==> src/rtl/gshare_predictor_pkg.sv <==
//------------------------------------------------------------------------------
// Module : predictor_pkg
// Brief  : Shared constants and saturating-counter helpers for gshare_predictor.
// Rev    : 1.0  initial release
//------------------------------------------------------------------------------
`default_nettype none

package predictor_pkg;

  localparam int PC_LSB = 1;

  // Helpers operate on a 4-bit container since counters are at most 4 bits wide.
  function automatic logic [3:0] ctr_reset(input int width);
    return 4'((1 << (width - 1)) - 1);
  endfunction

  function automatic logic [3:0] sat_inc(input logic [3:0] value, input int width);
    logic [3:0] top;
    top = 4'((1 << width) - 1);
    return (value >= top) ? top : value + 4'd1;
  endfunction

  function automatic logic [3:0] sat_dec(input logic [3:0] value);
    return (value == 4'd0) ? 4'd0 : value - 4'd1;
  endfunction

endpackage

`default_nettype wire

==> src/rtl/gshare_predictor_if.sv <==
//------------------------------------------------------------------------------
// Module : gshare_predictor_if
// Brief  : Query/update bundle between ifetch/ROB and gshare_predictor.
//          Stats ports exist only when PREDICTOR_STATS_EN is defined.
// Rev    : 1.0  initial release
//------------------------------------------------------------------------------
`default_nettype none

interface gshare_predictor_if #(
  parameter int HISTORY_WIDTH = 5
);
  logic                     query;
  logic [31:0]              query_pc;
  logic                     predict_valid;
  logic                     predict_result;
  logic [HISTORY_WIDTH-1:0] predict_ghr;
  logic                     update;
  logic [31:0]              update_pc;
  logic [HISTORY_WIDTH-1:0] update_ghr;
  logic                     update_result;
  logic                     update_mispredict;
`ifdef PREDICTOR_STATS_EN
  logic [31:0]              stat_updates;
  logic [31:0]              stat_mispredicts;
`endif

  modport master (
    output query, query_pc, update, update_pc, update_ghr, update_result, update_mispredict,
`ifdef PREDICTOR_STATS_EN
    input  stat_updates, stat_mispredicts,
`endif
    input  predict_valid, predict_result, predict_ghr
  );

  modport slave (
    input  query, query_pc, update, update_pc, update_ghr, update_result, update_mispredict,
`ifdef PREDICTOR_STATS_EN
    output stat_updates, stat_mispredicts,
`endif
    output predict_valid, predict_result, predict_ghr
  );

endinterface

`default_nettype wire

==> src/rtl/gshare_predictor_counter.sv <==
//------------------------------------------------------------------------------
// Module : pht_counter_next
// Brief  : Combinational next value of a saturating PHT counter.
// Rev    : 1.0  initial release
//------------------------------------------------------------------------------
`default_nettype none

module pht_counter_next
  import predictor_pkg::*;
#(
  parameter int WIDTH = 2
) (
  input  logic [WIDTH-1:0] old_value,
  input  logic             taken,
  output logic [WIDTH-1:0] new_value
);

  assign new_value = taken ? WIDTH'(sat_inc(4'(old_value), WIDTH))
                           : WIDTH'(sat_dec(4'(old_value)));

endmodule

`default_nettype wire

==> src/rtl/gshare_predictor.sv <==
//------------------------------------------------------------------------------
// Module : gshare_predictor
// Brief  : Gshare branch predictor: PHT indexed by PC xor GHR, speculative
//          history with commit-time repair. Optional stats: PREDICTOR_STATS_EN.
// Rev    : 1.0  initial release
//------------------------------------------------------------------------------
`default_nettype none

module gshare_predictor
  import predictor_pkg::*;
#(
  parameter int INDEX_WIDTH   = 5,
  parameter int COUNTER_WIDTH = 2,
  parameter int HISTORY_WIDTH = 5
) (
  input  logic              clk,
  input  logic              rst,
  input  logic              rdy,
  gshare_predictor_if.slave pred
);

  localparam int c_ENTRIES = 1 << INDEX_WIDTH;
  localparam logic [COUNTER_WIDTH-1:0] c_CTR_RST = COUNTER_WIDTH'(ctr_reset(COUNTER_WIDTH));

  logic [COUNTER_WIDTH-1:0] r_pht [c_ENTRIES];
  logic [HISTORY_WIDTH-1:0] r_ghr;
  logic [HISTORY_WIDTH-1:0] r_predict_ghr;
  logic                     r_valid;
  logic                     r_result;

  logic [INDEX_WIDTH-1:0]   w_qidx;
  logic [INDEX_WIDTH-1:0]   w_uidx;
  logic [COUNTER_WIDTH-1:0] w_q_ctr;
  logic [COUNTER_WIDTH-1:0] w_u_ctr;
  logic [COUNTER_WIDTH-1:0] w_u_ctr_next;
  logic                     w_q_taken;
  logic [HISTORY_WIDTH-1:0] w_ghr_next;
  logic                     w_unused;

  assign w_qidx    = pred.query_pc[INDEX_WIDTH:PC_LSB] ^ INDEX_WIDTH'(r_ghr);
  assign w_uidx    = pred.update_pc[INDEX_WIDTH:PC_LSB] ^ INDEX_WIDTH'(pred.update_ghr);
  assign w_q_ctr   = r_pht[w_qidx];
  assign w_u_ctr   = r_pht[w_uidx];
  assign w_q_taken = w_q_ctr[COUNTER_WIDTH-1];

  assign w_unused = ^{pred.query_pc[31:INDEX_WIDTH+1], pred.query_pc[0],
                      pred.update_pc[31:INDEX_WIDTH+1], pred.update_pc[0],
                      w_q_ctr[COUNTER_WIDTH-2:0]};

  pht_counter_next #(
    .WIDTH     (COUNTER_WIDTH)
  ) u_ctr_next (
    .old_value (w_u_ctr),
    .taken     (pred.update_result),
    .new_value (w_u_ctr_next)
  );

  // Truncating {history, bit} keeps the newest HISTORY_WIDTH bits; also
  // covers HISTORY_WIDTH == 1. Commit repair wins over the speculative shift.
  always_comb begin
    w_ghr_next = r_ghr;
    if (pred.query) begin
      w_ghr_next = HISTORY_WIDTH'({r_ghr, w_q_taken});
    end
    if (pred.update && pred.update_mispredict) begin
      w_ghr_next = HISTORY_WIDTH'({pred.update_ghr, pred.update_result});
    end
  end

  always_ff @(posedge clk) begin
    if (rst) begin
      for (int i = 0; i < c_ENTRIES; i++) begin
        r_pht[i] <= c_CTR_RST;
      end
      r_ghr         <= '0;
      r_valid       <= 1'b0;
      r_result      <= 1'b0;
      r_predict_ghr <= '0;
    end else if (rdy) begin
      r_valid <= pred.query;
      if (pred.query) begin
        r_result      <= w_q_taken;
        r_predict_ghr <= r_ghr;
      end
      if (pred.update) begin
        r_pht[w_uidx] <= w_u_ctr_next;
      end
      r_ghr <= w_ghr_next;
    end
  end

  assign pred.predict_valid  = r_valid;
  assign pred.predict_result = r_result;
  assign pred.predict_ghr    = r_predict_ghr;

`ifdef PREDICTOR_STATS_EN
  logic [31:0] r_stat_updates;
  logic [31:0] r_stat_mispredicts;

  always_ff @(posedge clk) begin
    if (rst) begin
      r_stat_updates     <= '0;
      r_stat_mispredicts <= '0;
    end else if (rdy && pred.update) begin
      r_stat_updates <= r_stat_updates + 32'd1;
      if (pred.update_mispredict) begin
        r_stat_mispredicts <= r_stat_mispredicts + 32'd1;
      end
    end
  end

  assign pred.stat_updates     = r_stat_updates;
  assign pred.stat_mispredicts = r_stat_mispredicts;
`endif

endmodule

`default_nettype wire

==> src/flat_wrapper.sv <==
// flat-port wrapper written by rule: the top's interface ports become plain ports
module gshare_predictor_flat import predictor_pkg::*;
#(
  parameter int INDEX_WIDTH   = 5,
  parameter int COUNTER_WIDTH = 2,
  parameter int HISTORY_WIDTH = 5
)
  (clk, rst, rdy, pred_query, pred_query_pc, pred_update, pred_update_pc, pred_update_ghr, pred_update_result, pred_update_mispredict, pred_predict_valid, pred_predict_result, pred_predict_ghr);
  gshare_predictor_if #(.HISTORY_WIDTH(HISTORY_WIDTH)) pred_i ();
  input  logic clk;
  input  logic rst;
  input  logic rdy;
  input wire logic [$bits(pred_i.query)-1:0] pred_query;
  input wire logic [$bits(pred_i.query_pc)-1:0] pred_query_pc;
  input wire logic [$bits(pred_i.update)-1:0] pred_update;
  input wire logic [$bits(pred_i.update_pc)-1:0] pred_update_pc;
  input wire logic [$bits(pred_i.update_ghr)-1:0] pred_update_ghr;
  input wire logic [$bits(pred_i.update_result)-1:0] pred_update_result;
  input wire logic [$bits(pred_i.update_mispredict)-1:0] pred_update_mispredict;
  output wire logic [$bits(pred_i.predict_valid)-1:0] pred_predict_valid;
  output wire logic [$bits(pred_i.predict_result)-1:0] pred_predict_result;
  output wire logic [$bits(pred_i.predict_ghr)-1:0] pred_predict_ghr;
  assign pred_i.query = pred_query;
  assign pred_i.query_pc = pred_query_pc;
  assign pred_i.update = pred_update;
  assign pred_i.update_pc = pred_update_pc;
  assign pred_i.update_ghr = pred_update_ghr;
  assign pred_i.update_result = pred_update_result;
  assign pred_i.update_mispredict = pred_update_mispredict;
  assign pred_predict_valid = pred_i.predict_valid;
  assign pred_predict_result = pred_i.predict_result;
  assign pred_predict_ghr = pred_i.predict_ghr;
  gshare_predictor #(.INDEX_WIDTH(INDEX_WIDTH), .COUNTER_WIDTH(COUNTER_WIDTH), .HISTORY_WIDTH(HISTORY_WIDTH)) u_core (.clk(clk), .rst(rst), .rdy(rdy), .pred(pred_i));
endmodule
==> config.mk <==
export PLATFORM = sky130hd
export DESIGN_NAME = gshare_predictor_flat
export DESIGN_NICKNAME = d
export VERILOG_FILES = /design/src/rtl/gshare_predictor_pkg.sv /design/src/rtl/gshare_predictor_if.sv /design/src/rtl/gshare_predictor_counter.sv /design/src/rtl/gshare_predictor.sv /design/src/flat_wrapper.sv
export SDC_FILE = /design/constraint.sdc
export NUM_CORES = 1
export LEC_CHECK = 0
export CAP_MARGIN = 20
export CELL_PAD_IN_SITES_DETAIL_PLACEMENT = 1
export CELL_PAD_IN_SITES_GLOBAL_PLACEMENT = 2
export CORE_MARGIN = 2
export CORE_UTILIZATION = 30
export DETAILED_ROUTE_END_ITERATION = 6
export PLACE_DENSITY_LB_ADDON = 0.25
export SLEW_MARGIN = 20
export SYNTH_ARGS = -nofsm -noshare
export SYNTH_HDL_FRONTEND = slang
export SYNTH_SLANG_ARGS = --single-unit
==> constraint.sdc <==
create_clock -name clk -period 2.4 [get_ports clk]
set_input_delay 0.6 -clock clk [delete_from_list [all_inputs] [get_ports clk]]
set_output_delay 0.6 -clock clk [all_outputs]
set_load 0.005 [all_outputs]
==> results of run 1 <==
## logic make-up after synthesis
kind of cell	share of synthesized area
adder cells (fa/ha/maj)	0.00530
AO/OA/AOI/OAI	0.0648
buffers and inverters	0.0351
XOR/XNOR	0.0360
flip-flops	0.509
AND/OR/NAND/NOR	0.245
multiplexers	0.104
## worst max-delay path, delay by kind of cell
family	cells	cell delay [ps]
AOI/OAI and AO/OA	2	360
xor gates and xnor gates	1	140
adders and majority gates	1	290
buffers and inverters	7	930
and+or+nand+nor	3	460
## cell usage in the layout, fill, tap and decap left out, drive strengths merged, types with 2 or more instances in the layout
cell	count
mux4	10
dlygate4sd2	2
nor2b	2
o21ai	4
o2111a	2
xnor2	6
buf	132
clkdlybuf4s50	16
dfxtp	12
nand2	78
nand3	39
nand2b	33
edfxtp	64
nor4	4
mux2i	21
a21oi	17
o22ai	8
clkbuf	20
xor2	8
maj3	2
clkinv	3
and2	2
a211oi	4
nor2	50
dlymetal6s2s	3
a311oi	4
## cells in the mapped netlist, drive strengths merged (6+ instances only)
master | number | area [sq um]
edfxtp | 64 | 1920
mux4 | 10 | 233
mux2i | 21 | 210
xnor2 | 6 | 75.1
xor2 | 8 | 77.6
clkbuf | 12 | 45.0
nand2 | 78 | 293
a21oi | 17 | 85.1
buf | 10 | 100
nor2 | 50 | 263
dfxtp | 12 | 240
nand3 | 39 | 195
o22ai | 8 | 50.1
nand2b | 33 | 206
## worst max path at each step
stage,startpoint,endpoint,slack (ps)
floorplan,pred_update_ghr[0],u_core.r_pht[12][0]$_SDFFCE_PN1P_,-40
global placement,pred_update_ghr[0],u_core.r_pht[1][1]$_SDFFCE_PN0P_,-1010
detailed placement,pred_update_ghr[0],u_core.r_pht[1][1]$_SDFFCE_PN0P_,-1030
CTS,pred_update_ghr[0],u_core.r_pht[19][1]$_SDFFCE_PN0P_,-320
global route,pred_update_ghr[0],u_core.r_pht[0][1]$_SDFFCE_PN0P_,-430
finish,pred_update_ghr[0],u_core.r_pht[4][1]$_SDFFCE_PN0P_,-290
## per-layer routing
| metal | GRT usage | up-vias | wire (um) | part of all wire |
|---|---|---|---|---|
| met1 | 0.251 | 1850 | 6250 | 0.42 |
| li1 | - | 1747 | - | - |
| met4 | 0.0697 | 0 | 436 | 0.029 |
| met3 | 0.0323 | 26 | 730 | 0.049 |
| met5 | 0 | - | 0 | 0 |
| met2 | 0.344 | 87 | 7590 | 0.51 |
## registers in the layout (all words and copies together) (netlist names)
| name | flops |
|---|---|
| u_core.pred.predict_valid | 1 |
| u_core.pred.predict_ghr | 5 |
| u_core.r_pht | 64 |
| u_core.r_ghr | 5 |
| u_core.pred.predict_result | 1 |
## cell type report
class / instances / area, sq um / share of cell area
Sequential cell: 76 / 2160 / 0.330
Clock buffer: 13 / 250 / 0.0382
Inverter: 1 / 3.75 / 0.000573
Timing Repair Buffer: 161 / 1530 / 0.233
Multi-Input combinational cell: 303 / 2370 / 0.362
Clock inverter: 3 / 15.0 / 0.00229
Tap cell: 180 / 225 / 0.0344
## power breakdown
group	internal, mW	switching [mW]	total (mW)	leakage [nW]
Combinational	0.599	0.627	1.23	1.54
Sequential	1.47	0.0331	1.50	0.673
Clock	0.724	0.527	1.25	0.133
Total	2.79	1.19	3.98	2.35
## per-stage QoR
| stage | total power, mW | util |
|---|---|---|
| 2_1_floorplan | 2.00 | - |
| 3_3_place_gp | 2.38 | 0.394 |
| 3_5_place_dp | 2.38 | 0.394 |
| 4_1_cts | 3.83 | 0.444 |
| 5_1_grt | 4.13 | 0.474 |
| 6_report | 3.98 | 0.474 |
## repair_timing
item                       in CTS  in global routing
setup endpoints to repair     101                 98
gates cloned                    2                  4
pin swaps                      24                 33
gates resized for setup        75                 66
hold buffers                    0                  0
setup buffers                  17                 13
==> results by group, run 1 <==
STA
  – Hold Fails Final Rpt: 0
  – Unrepaired setup endpoints after global routing: yes
  – Max-slew violations: 0
  – Period minus WS final: 2690 ps
  – WHS: 455 ps
  – Worst-margin pin slew: 458 ps
  – Setup ws final: -291 ps
  – Setup skew after layout: 8.84 ps
  – Slew margin rel.: 0.694
  – Max Clock Freq: 372 MHz
  – Setup TNS: -15400 ps
  – Final period util: 1.12
  – Final setup violation count: 64

Cells and area
  – Layout cells sized above 1: 0.476
  – ANT cells: 0
  – Area growth syn-to-layout: 54.3%
  – Finished Layout Cells: 737
  – Post-route cell area: 6550 sq um
  – Final #Nets: 628
  – Fill cells: 1472

Global routing
  – Initial antenna violation count: 0
  – Number of global-route vias before repair: 3876
  – First-pass GRT wire length: 21600 um
  – Largest net degree at the start of global routing: 27
  – Total GRT Usage: 0.199
  – Grt total ovfl: 0

Synthesis
  – Warnings from Yosys: 0
  – Main synth FF type: edfxtp_1
  – Distinct cell type count after synthesis: 37
  – Ys async rst share: 0
  – Post-synth EDFFs: 64
  – Synthesized net count: 478
  – Syn Inst Count: 402
  – Post-synthesis area per instance: 10.6 sq um
  – Flip-flop and latch count after synthesis: 76
  – Netlist Area Pre-Place: 4250 sq um
  – Sequential share of the synthesized area: 0.509

Min path
  – HP Class: reg -> reg
  – Hold EP: u_core.pred.predict_ghr[3]$_SDFFE_PP0P_
  – Worst Hold Launch: u_core.pred.predict_ghr[3]$_SDFFE_PP0P_
  – WHS Path Cells: 2

Power
  – Power Dens Cells: 607 nW/um^2
  – Leak: 2.35 nW
  – Peak VDD IR: 0.249 mV

Placement
  – Area after DPL: 5450 sq um
  – Placed cell count: 687
  – Post-place setup slack: -1030 ps
  – Gp weighted congestion: 0.837
  – Hpwl dp: 9840 um
  – Port-buffer cells: 28

Setup path
  – Crit Path Class: in -> reg
  – Endpoint class of the critical path: register
  – Largest stage delay, worst path: 340 ps
  – CP max stage cell: nor4_1
  – Arrival @ worst endpoint: 2800 ps
  – Reg2Reg Capture Point: u_core.r_pht[24][0]$_SDFFCE_PN1P_
  – R2r worst-path depth: 8
  – Crit Path Max Fanout: 8
  – Worst path most repeated cell: buf_12
  – R2r setup slk: 220 ps
  – CP Launch Type: input port
  – CP cell instances: buf_12 -> buf_12 -> xnor2_4 -> buf_12 -> buf_8 -> buf_4 -> nand2_1 -> a21oi_2 -> nor4_1 -> o2111a_1 -> maj3_2 -> buf_6 -> buf_12 -> nor2_2
  – Worst Path Required: 2510 ps
  – Worst R2R Start: u_core.r_pht[5][0]$_SDFFCE_PN1P_

Clock network
  – Clock tree sinks: 76
  – Worst-skew pair later-pin latency: 350 ps
  – CTS tree: built
  – Num CTS Buffers: 9
  – H-tree level count: 3
  – Deepest clock path buffer count: 2
  – CTS clk-pin slew, worst paths: 60 ps
  – Root Buffer: clkbuf_16

Floorplanning
  – Full die area: 15100 sq um
  – # rows: 43
  – DIE HEIGHT: 123 um
  – Die Wd: 123 um
  – Placeable Area: 13800 sq um
  – Initial Util: 0.307
  – I/O pin cnt: 83

Drt
  – Initial DRC Count: 229
  – Vias: 3710
  – WL per Instance: 20.4 um
  – Final WL: 15000 um
  – DRC viols: 0
  – Drt pass-1 iters: 4
  – Final ANT Viol Nets: 0
  – Vias per cell: 5.03

Outcome
  – Failing checks: setup timing
  – Outcome: finished, violations left

Job
  – Total of max-cap violations: 0
(Power assumes the default switching activity.)
==> inputs of run 2 (changes only) <==
--- a/config.mk
+++ b/config.mk
@@ -8,9 +8,10 @@
 export CAP_MARGIN = 20
 export CELL_PAD_IN_SITES_DETAIL_PLACEMENT = 1
 export CELL_PAD_IN_SITES_GLOBAL_PLACEMENT = 2
-export CORE_MARGIN = 2
+export CORE_MARGIN = 4
 export CORE_UTILIZATION = 30
 export DETAILED_ROUTE_END_ITERATION = 6
+export MAX_ROUTING_LAYER = met4
 export PLACE_DENSITY_LB_ADDON = 0.25
 export SLEW_MARGIN = 20
 export SYNTH_ARGS = -nofsm -noshare
==> run 2 against run 1 <==
Compared with the run above:
- the run still ends with setup timing left
- largest cell class unchanged
- sequential power hardly changed
- combinational power hardly changed
- fmax is 0.97% lower
- critical endpoint is now u_core.r_pht[0][1]$_SDFFCE_PN0P_
- count of clock-buffer cells in the layout fell by 3
==> results by group, run 2 (synthesized netlist as in run 1, its figures left out) <==
Drt
  – Vias: 3696 (-0.38%)
  – Drt pass-1 iters: 4 (unchanged)
  – Vias per cell: 5.04 (+0.17%)
  – WL per Instance: 20.0 um (-1.5%)
  – Final ANT Viol Nets: 0 (unchanged)
  – DRC viols: 0 (unchanged)
  – Initial DRC Count: 138 (-40%)
  – Final WL: 14700 um (-2.1%)

Outcome
  – Failing checks: setup timing
  – Outcome: finished, violations left

STA
  – Hold Fails Final Rpt: 0 (unchanged)
  – Unrepaired setup endpoints after global routing: yes
  – Worst-margin pin slew: 481 ps (+23.4 ps)
  – Setup skew after layout: 6.68 ps (-2.17 ps)
  – Final period util: 1.13 (+0.0109)
  – Final setup violation count: 64 (unchanged)
  – Slew margin rel.: 0.679 (-0.0146)
  – Setup TNS: -16600 ps (-1200 ps)
  – Setup ws final: -317 ps (-26.2 ps)
  – Period minus WS final: 2720 ps (+26.2 ps)
  – Max-slew violations: 0 (unchanged)
  – Max Clock Freq: 368 MHz (-0.97%)

Floorplanning
  – Full die area: 16100 sq um (+6.6%)
  – Placeable Area: 13900 sq um (+0.39%)
  – I/O pin cnt: 83 (unchanged)
  – DIE HEIGHT: 127 um (+3.3%)
  – Initial Util: 0.306 (-0.00119)
  – Die Wd: 127 um (+3.3%)
  – # rows: 43 (unchanged)

Cells and area
  – Max reg flops: 64 (unchanged)
  – FF/Latch Area: 2160 sq um (unchanged)
  – Final core occ: 0.478 (+0.00420)
  – Most frequent cells in the layout: buf_4 (103), nand2_1 (72), edfxtp_1 (64)
  – ANT cells: 0 (unchanged)
  – Commonest non-fill, non-tap cell in the layout: buf_4
  – Multi-input gate area: 2400 sq um (+1.5%)
  – Final #Nets: 624 (-0.64%)
  – Layout cells sized above 1: 0.447 (-0.0291)
  – Largest reg by FF count: u_core.r_pht
  – Area growth syn-to-layout: 56.3%
  – Fill cells: 1501 (+2.0%)

Clock network
  – Worst-skew pair later-pin latency: 350 ps (about the same)
  – Clock tree sinks: 76 (unchanged)
  – Deepest clock path buffer count: 2 (unchanged)
  – CTS tree: built
  – CTS Hold Bufs: 0 (unchanged)
  – CTS clk-pin slew, worst paths: 60 ps (about the same)
  – Root Buffer: clkbuf_16
  – H-tree level count: 3 (unchanged)
  – Num CTS Buffers: 9 (unchanged)

Setup path
  – CP Launch Type: input port
  – Endpoint class of the critical path: register
  – CP cell instances: buf_8 -> buf_6 -> xor2_4 -> buf_12 -> buf_12 -> mux2i_2 -> o22ai_2 -> o21ai_2 -> buf_4 -> o2111a_1 -> maj3_2 -> buf_12 -> buf_12 -> buf_12 -> nor2_4
  – Worst Path Required: 2510 ps (about the same)
  – Worst Path Buf+Inv: 8 (+1)
  – CP max stage cell: maj3_2
  – Arrival @ worst endpoint: 2830 ps (+30 ps)
  – Largest stage delay, worst path: 250 ps (-90 ps)
  – Worst path most repeated cell: buf_12
  – Crit Path Class: in -> reg
  – Crit path max-delay family: buffers and inverters
  – Crit Path Max Fanout: 6 (-2)

Power
  – Leak: 2.35 nW (+0.22%)
  – Power Dens Cells: 655 nW/um^2 (+7.8%)
  – Peak VDD IR: 0.369 mV (+48%)

Placement
  – Gp weighted congestion: 0.776 (-7.3%)
  – Hpwl dp: 9880 um (+0.48%)
  – Port-buffer cells: 28 (unchanged)

Global routing
  – Initial antenna violation count: 0 (unchanged)
  – First-pass GRT wire length: 22600 um (+4.5%)
  – Number of global-route vias before repair: 3997 (+3.1%)
  – Largest net degree at the start of global routing: 47 (+74%)
  – Total GRT Usage: 0.192 (-0.00608)
  – Grt total ovfl: 0 (unchanged)

Job
  – Total of max-cap violations: 0 (unchanged)

Min path
  – HP Class: reg -> reg
-- run 2: changes by cell type in the layout (fill, tap and decap cells not counted), moves of 3 or more --
| cell | change |
|---|---|
| nand3_4 | +3 |
| clkbuf_1 | -3 |
| nor2_4 | +27 |
| nand3_1 | +32 |
| buf_6 | -5 |
| nand3_2 | -35 |
| bufinv_16 | +3 |
| nand2_2 | +3 |
| nand2_1 | -4 |
| nor2_2 | -27 |
| dlymetal6s2s_1 | -3 |
| a21oi_1 | -3 |
| nor4_2 | +4 |
| nor4_1 | -3 |
-- run 2: timing repair --
| action | in CTS | in global routing |
|---|---|---|
| resized for setup | 95 | 53 |
| pin swaps | 14 | 19 |
| endpoints found under the setup margin | 94 | 90 |
| buffers inserted | 19 | 12 |
| cloned | 4 | 2 |
-- run 2: worst reg2reg max path, delay by kind of cell, from the launching register on --
family	cells	cell delay [ps]
compound gates	2	370
simple gates	2	350
fa+ha+maj	1	260
buf+inv	3	350
mux	1	200
flops	1	410
-- run 2: layout make-up --
class / instances / area share
clock buffer: 10 / 0.0360
clock inverter: 6 / 0.0168
inverter: 1 / 0.000566
multi-input combinational: 303 / 0.362
sequential: 76 / 0.326
tap: 180 / 0.0339
timing repair buffer: 157 / 0.224
-- run 2: path summary, 6_finish.rpt --
check,startpoint,end,slack [ps],cells after the start
hold reg to reg,u_core.pred.predict_ghr[1]$_SDFFE_PP0P_,u_core.pred.predict_ghr[1]$_SDFFE_PP0P_,460,2
setup / recovery,pred_update_ghr[0],u_core.r_pht[0][1]$_SDFFCE_PN0P_,-320,15
setup reg to reg,u_core.r_pht[0][1]$_SDFFCE_PN0P_,u_core.r_pht[0][1]$_SDFFCE_PN0P_,220,9
hold / removal,u_core.pred.predict_ghr[1]$_SDFFE_PP0P_,u_core.pred.predict_ghr[1]$_SDFFE_PP0P_,460,2
-- run 2: power breakdown --
group / switching [mW] / internal, mW
clock network: 0.557 / 1.04
registers: 0.0297 / 1.47
logic: 0.632 / 0.613
total: 1.22 / 3.12
-- run 2: through the flow --
| step | std cells | worst slack [ps] | total power, mW | area [sq um] | hold WS [ps] |
|---|---|---|---|---|---|
| after floorplan | 402 | -39.4 | 2.00 | 4270 | 453 |
| after global placement | 683 | -1130 | 2.37 | 5400 | 445 |
| after detailed placement | 683 | -1120 | 2.38 | 5400 | 457 |
| after CTS | 721 | -314 | 4.32 | 6370 | 466 |
| after global routing | 733 | -396 | 4.52 | 6640 | 488 |
| final | 733 | -317 | 4.34 | 6640 | 458 |
-- run 2: layer usage --
layer | share of wire | routed length (um) | GRT usage
met5 | 0 | 0 | -
met4 | 0.027 | 395 | 0.0637
met3 | 0.039 | 573 | 0.0442
met2 | 0.52 | 7590 | 0.334
met1 | 0.42 | 6130 | 0.220
==> inputs of run 3 (changes only) <==
--- a/config.mk
+++ b/config.mk
@@ -8,7 +8,6 @@
 export CAP_MARGIN = 20
 export CELL_PAD_IN_SITES_DETAIL_PLACEMENT = 1
 export CELL_PAD_IN_SITES_GLOBAL_PLACEMENT = 2
-export CORE_MARGIN = 4
 export CORE_UTILIZATION = 30
 export DETAILED_ROUTE_END_ITERATION = 6
 export MAX_ROUTING_LAYER = met4
==> run 3 against run 2 <==
Compared with the run above:
- the run still ends with setup timing left
- core utilization fell by 0.62 points
- fmax fell by 0.64%
- worst hold slack got worse by 2.4 ps
- cell area fell by 1.7%
- worst setup slack got worse by 18 ps
- cell count fell by 2.0%
- non-clock buffer count fell by 15
- power fell by 0.24%
- first-iteration DRC count rose by 77%
- sequential power barely moved
- highest routed layer unchanged
==> results by group, run 3 (synthesized netlist as in run 1, its figures left out) <==
Outcome
  – Outcome: finished, violations left
  – Failing checks: setup timing

Floorplanning
  – # rows: 43 (unchanged)
  – Initial Util: 0.307 (+0.00119)
  – Full die area: 14600 sq um (-9.2%)
  – Placeable Area: 13800 sq um (-0.39%)
  – I/O pin cnt: 83 (unchanged)
  – Die Wd: 121 um (-4.7%)
  – DIE HEIGHT: 121 um (-4.7%)

Setup path
  – Worst path most repeated cell: buf_6
  – Endpoint class of the critical path: register
  – Arrival @ worst endpoint: 2810 ps (-20 ps)
  – Crit Path Max Fanout: 12 (+6)
  – CP max stage cell: maj3_2
  – CP cell instances: buf_6 -> buf_6 -> xnor2_4 -> buf_12 -> mux2i_2 -> o22ai_1 -> nor4_1 -> o2111a_1 -> maj3_2 -> clkbuf_16 -> nand3_1
  – Largest stage delay, worst path: 340 ps (+90 ps)
  – R2r worst-path depth: 7 (-2)
  – CP Launch Type: input port
  – Worst Path Required: 2480 ps (-30 ps)
  – Crit Path Class: in -> reg

Placement
  – Hpwl dp: 9540 um (-3.5%)
  – Gp weighted congestion: 0.807 (+4.0%)
  – Port-buffer cells: 28 (unchanged)
  – Area after DPL: 5380 sq um (-0.42%)

Min path
  – HP Class: reg -> reg
  – WHS Path Cells: 2 (unchanged)

Cells and area
  – Post-route cell area: 6520 sq um (-1.7%)
  – ANT cells: 0 (unchanged)
  – Fill cells: 1447 (-3.6%)
  – Largest reg by FF count: u_core.r_pht
  – Most frequent cells in the layout: buf_4 (91), nand2_1 (73), edfxtp_1 (64)
  – Max reg flops: 64 (unchanged)
  – Final #Nets: 609 (-2.4%)
  – Area growth syn-to-layout: 53.7%
  – Layout cells sized above 1: 0.442 (-0.00428)
  – Commonest non-fill, non-tap cell in the layout: buf_4

Drt
  – Final WL: 14800 um (+0.84%)
  – DRC viols: 0 (unchanged)
  – Vias: 3664 (-0.87%)
  – Vias per cell: 5.10 (+1.2%)
  – Drt pass-1 iters: 4 (unchanged)
  – WL per Instance: 20.6 um (+3.0%)
  – Initial DRC Count: 244 (+77%)
  – Final ANT Viol Nets: 0 (unchanged)

STA
  – Final setup violation count: 64 (unchanged)
  – Period minus WS final: 2730 ps (+17.6 ps)
  – Unrepaired setup endpoints after global routing: yes
  – Worst-margin pin slew: 494 ps (+12.6 ps)
  – Max Clock Freq: 366 MHz (-0.64%)
  – Slew margin rel.: 0.670 (-0.00949)
  – Hold Fails Final Rpt: 0 (unchanged)
  – Max-slew violations: 0 (unchanged)
  – Setup ws final: -335 ps (-17.6 ps)
  – Final period util: 1.14 (+0.00732)
  – Setup skew after layout: 4.37 ps (-2.30 ps)

Power
  – Power Dens Cells: 664 nW/um^2 (+1.5%)
  – Leak: 2.31 nW (-1.9%)
  – Total power: 4.33 mW (-0.24%)
  – Peak VDD IR: 0.412 mV (+11%)

Global routing
  – Total GRT Usage: 0.213 (+0.0204)
  – Largest net degree at the start of global routing: 47 (unchanged)
  – Initial antenna violation count: 0 (unchanged)
  – First-pass GRT wire length: 22000 um (-2.7%)
  – Number of global-route vias before repair: 3898 (-2.5%)
  – Grt total ovfl: 0 (unchanged)

Job
  – Total of max-cap violations: 0 (unchanged)

Clock network
  – Clock tree sinks: 76 (unchanged)
  – Deepest clock path buffer count: 2 (unchanged)
  – Worst-skew pair later-pin latency: 340 ps (about the same)
  – CTS tree: built
  – CTS clk-pin slew, worst paths: 60 ps (about the same)
  – Num CTS Buffers: 9 (unchanged)
  – Root Buffer: clkbuf_16
  – H-tree level count: 3 (unchanged)
-- run 3: changes by cell type in the layout (fill, tap and decap cells not counted), moves of 4 or more --
cell,previous run,this run
nand3_1,33,21
buf_4,103,91
nand3_2,3,18
clkbuf_16,10,14
buf_12,14,7
-- run 3: final timing paths --
path | from | to | slack [ps]
worst max-delay path | pred_update_pc[1] | u_core.r_pht[21][0]$_SDFFCE_PN1P_ | -330
worst min-delay path | u_core.pred.predict_ghr[3]$_SDFFE_PP0P_ | u_core.pred.predict_ghr[3]$_SDFFE_PP0P_ | 460
worst max register to register | u_core.r_pht[4][1]$_SDFFCE_PN0P_ | u_core.r_pht[21][0]$_SDFFCE_PN1P_ | 210
worst min register to register | u_core.pred.predict_ghr[3]$_SDFFE_PP0P_ | u_core.pred.predict_ghr[3]$_SDFFE_PP0P_ | 460
-- run 3: what timing repair did --
action	in CTS	in global routing
setup endpoints to repair	98	94
buffers inserted	16	2
resized for setup	77	69
gates cloned	6	2
hold buffers	0	0
pin swaps	12	24
-- run 3: where the power goes --
part           total, mW  internal [mW]  leakage, nW  switching [mW]
Clock               1.60           1.07        0.173           0.537
Combinational       1.23          0.578         1.46           0.651
Sequential          1.50           1.47        0.673          0.0315
-- run 3: cell type report --
type / instances / area, sq um / area share
timing repair buffer: 142 / 1360 / 0.208
clock inverter: 2 / 60.1 / 0.00921
inverter: 1 / 3.75 / 0.000575
clock buffer: 14 / 297 / 0.0455
tap: 180 / 225 / 0.0345
multi-input combinational: 303 / 2420 / 0.371
sequential: 76 / 2160 / 0.331
-- run 3: metrics by stage --
step | util | hold slack [ps] | TNS (ps) | std cells | setup slack (ps)
after CTS | 0.453 | 459 | -19890 | 718 | -359
after global placement | 0.389 | 445 | -78890 | 680 | -943
after detailed placement | 0.389 | 450 | -84150 | 680 | -1030
final | 0.472 | 455 | -18700 | 718 | -335
after global routing | 0.472 | 479 | -24200 | 718 | -415
after floorplan | - | 453 | -1680 | 402 | -39.4
-- run 3: critical path: cells and delay by family --
kind	cells	cell delay [ps]
adders and majority gates	1	340
AOI/OAI and AO/OA	2	380
and+or+nand+nor	2	380
buffers and inverters	4	610
xor gates and xnor gates	1	250
muxes	1	230
-- run 3: per-layer routing --
layer  part of all wire  up-vias  wire (um)  global-route usage
li1                   -     1706          -                   -
met1               0.42     1835       6230               0.258
met2               0.52      102       7690               0.361
met3              0.047       21        695              0.0367
met4              0.014        0        211              0.0640
met5                  0        -          0                   -
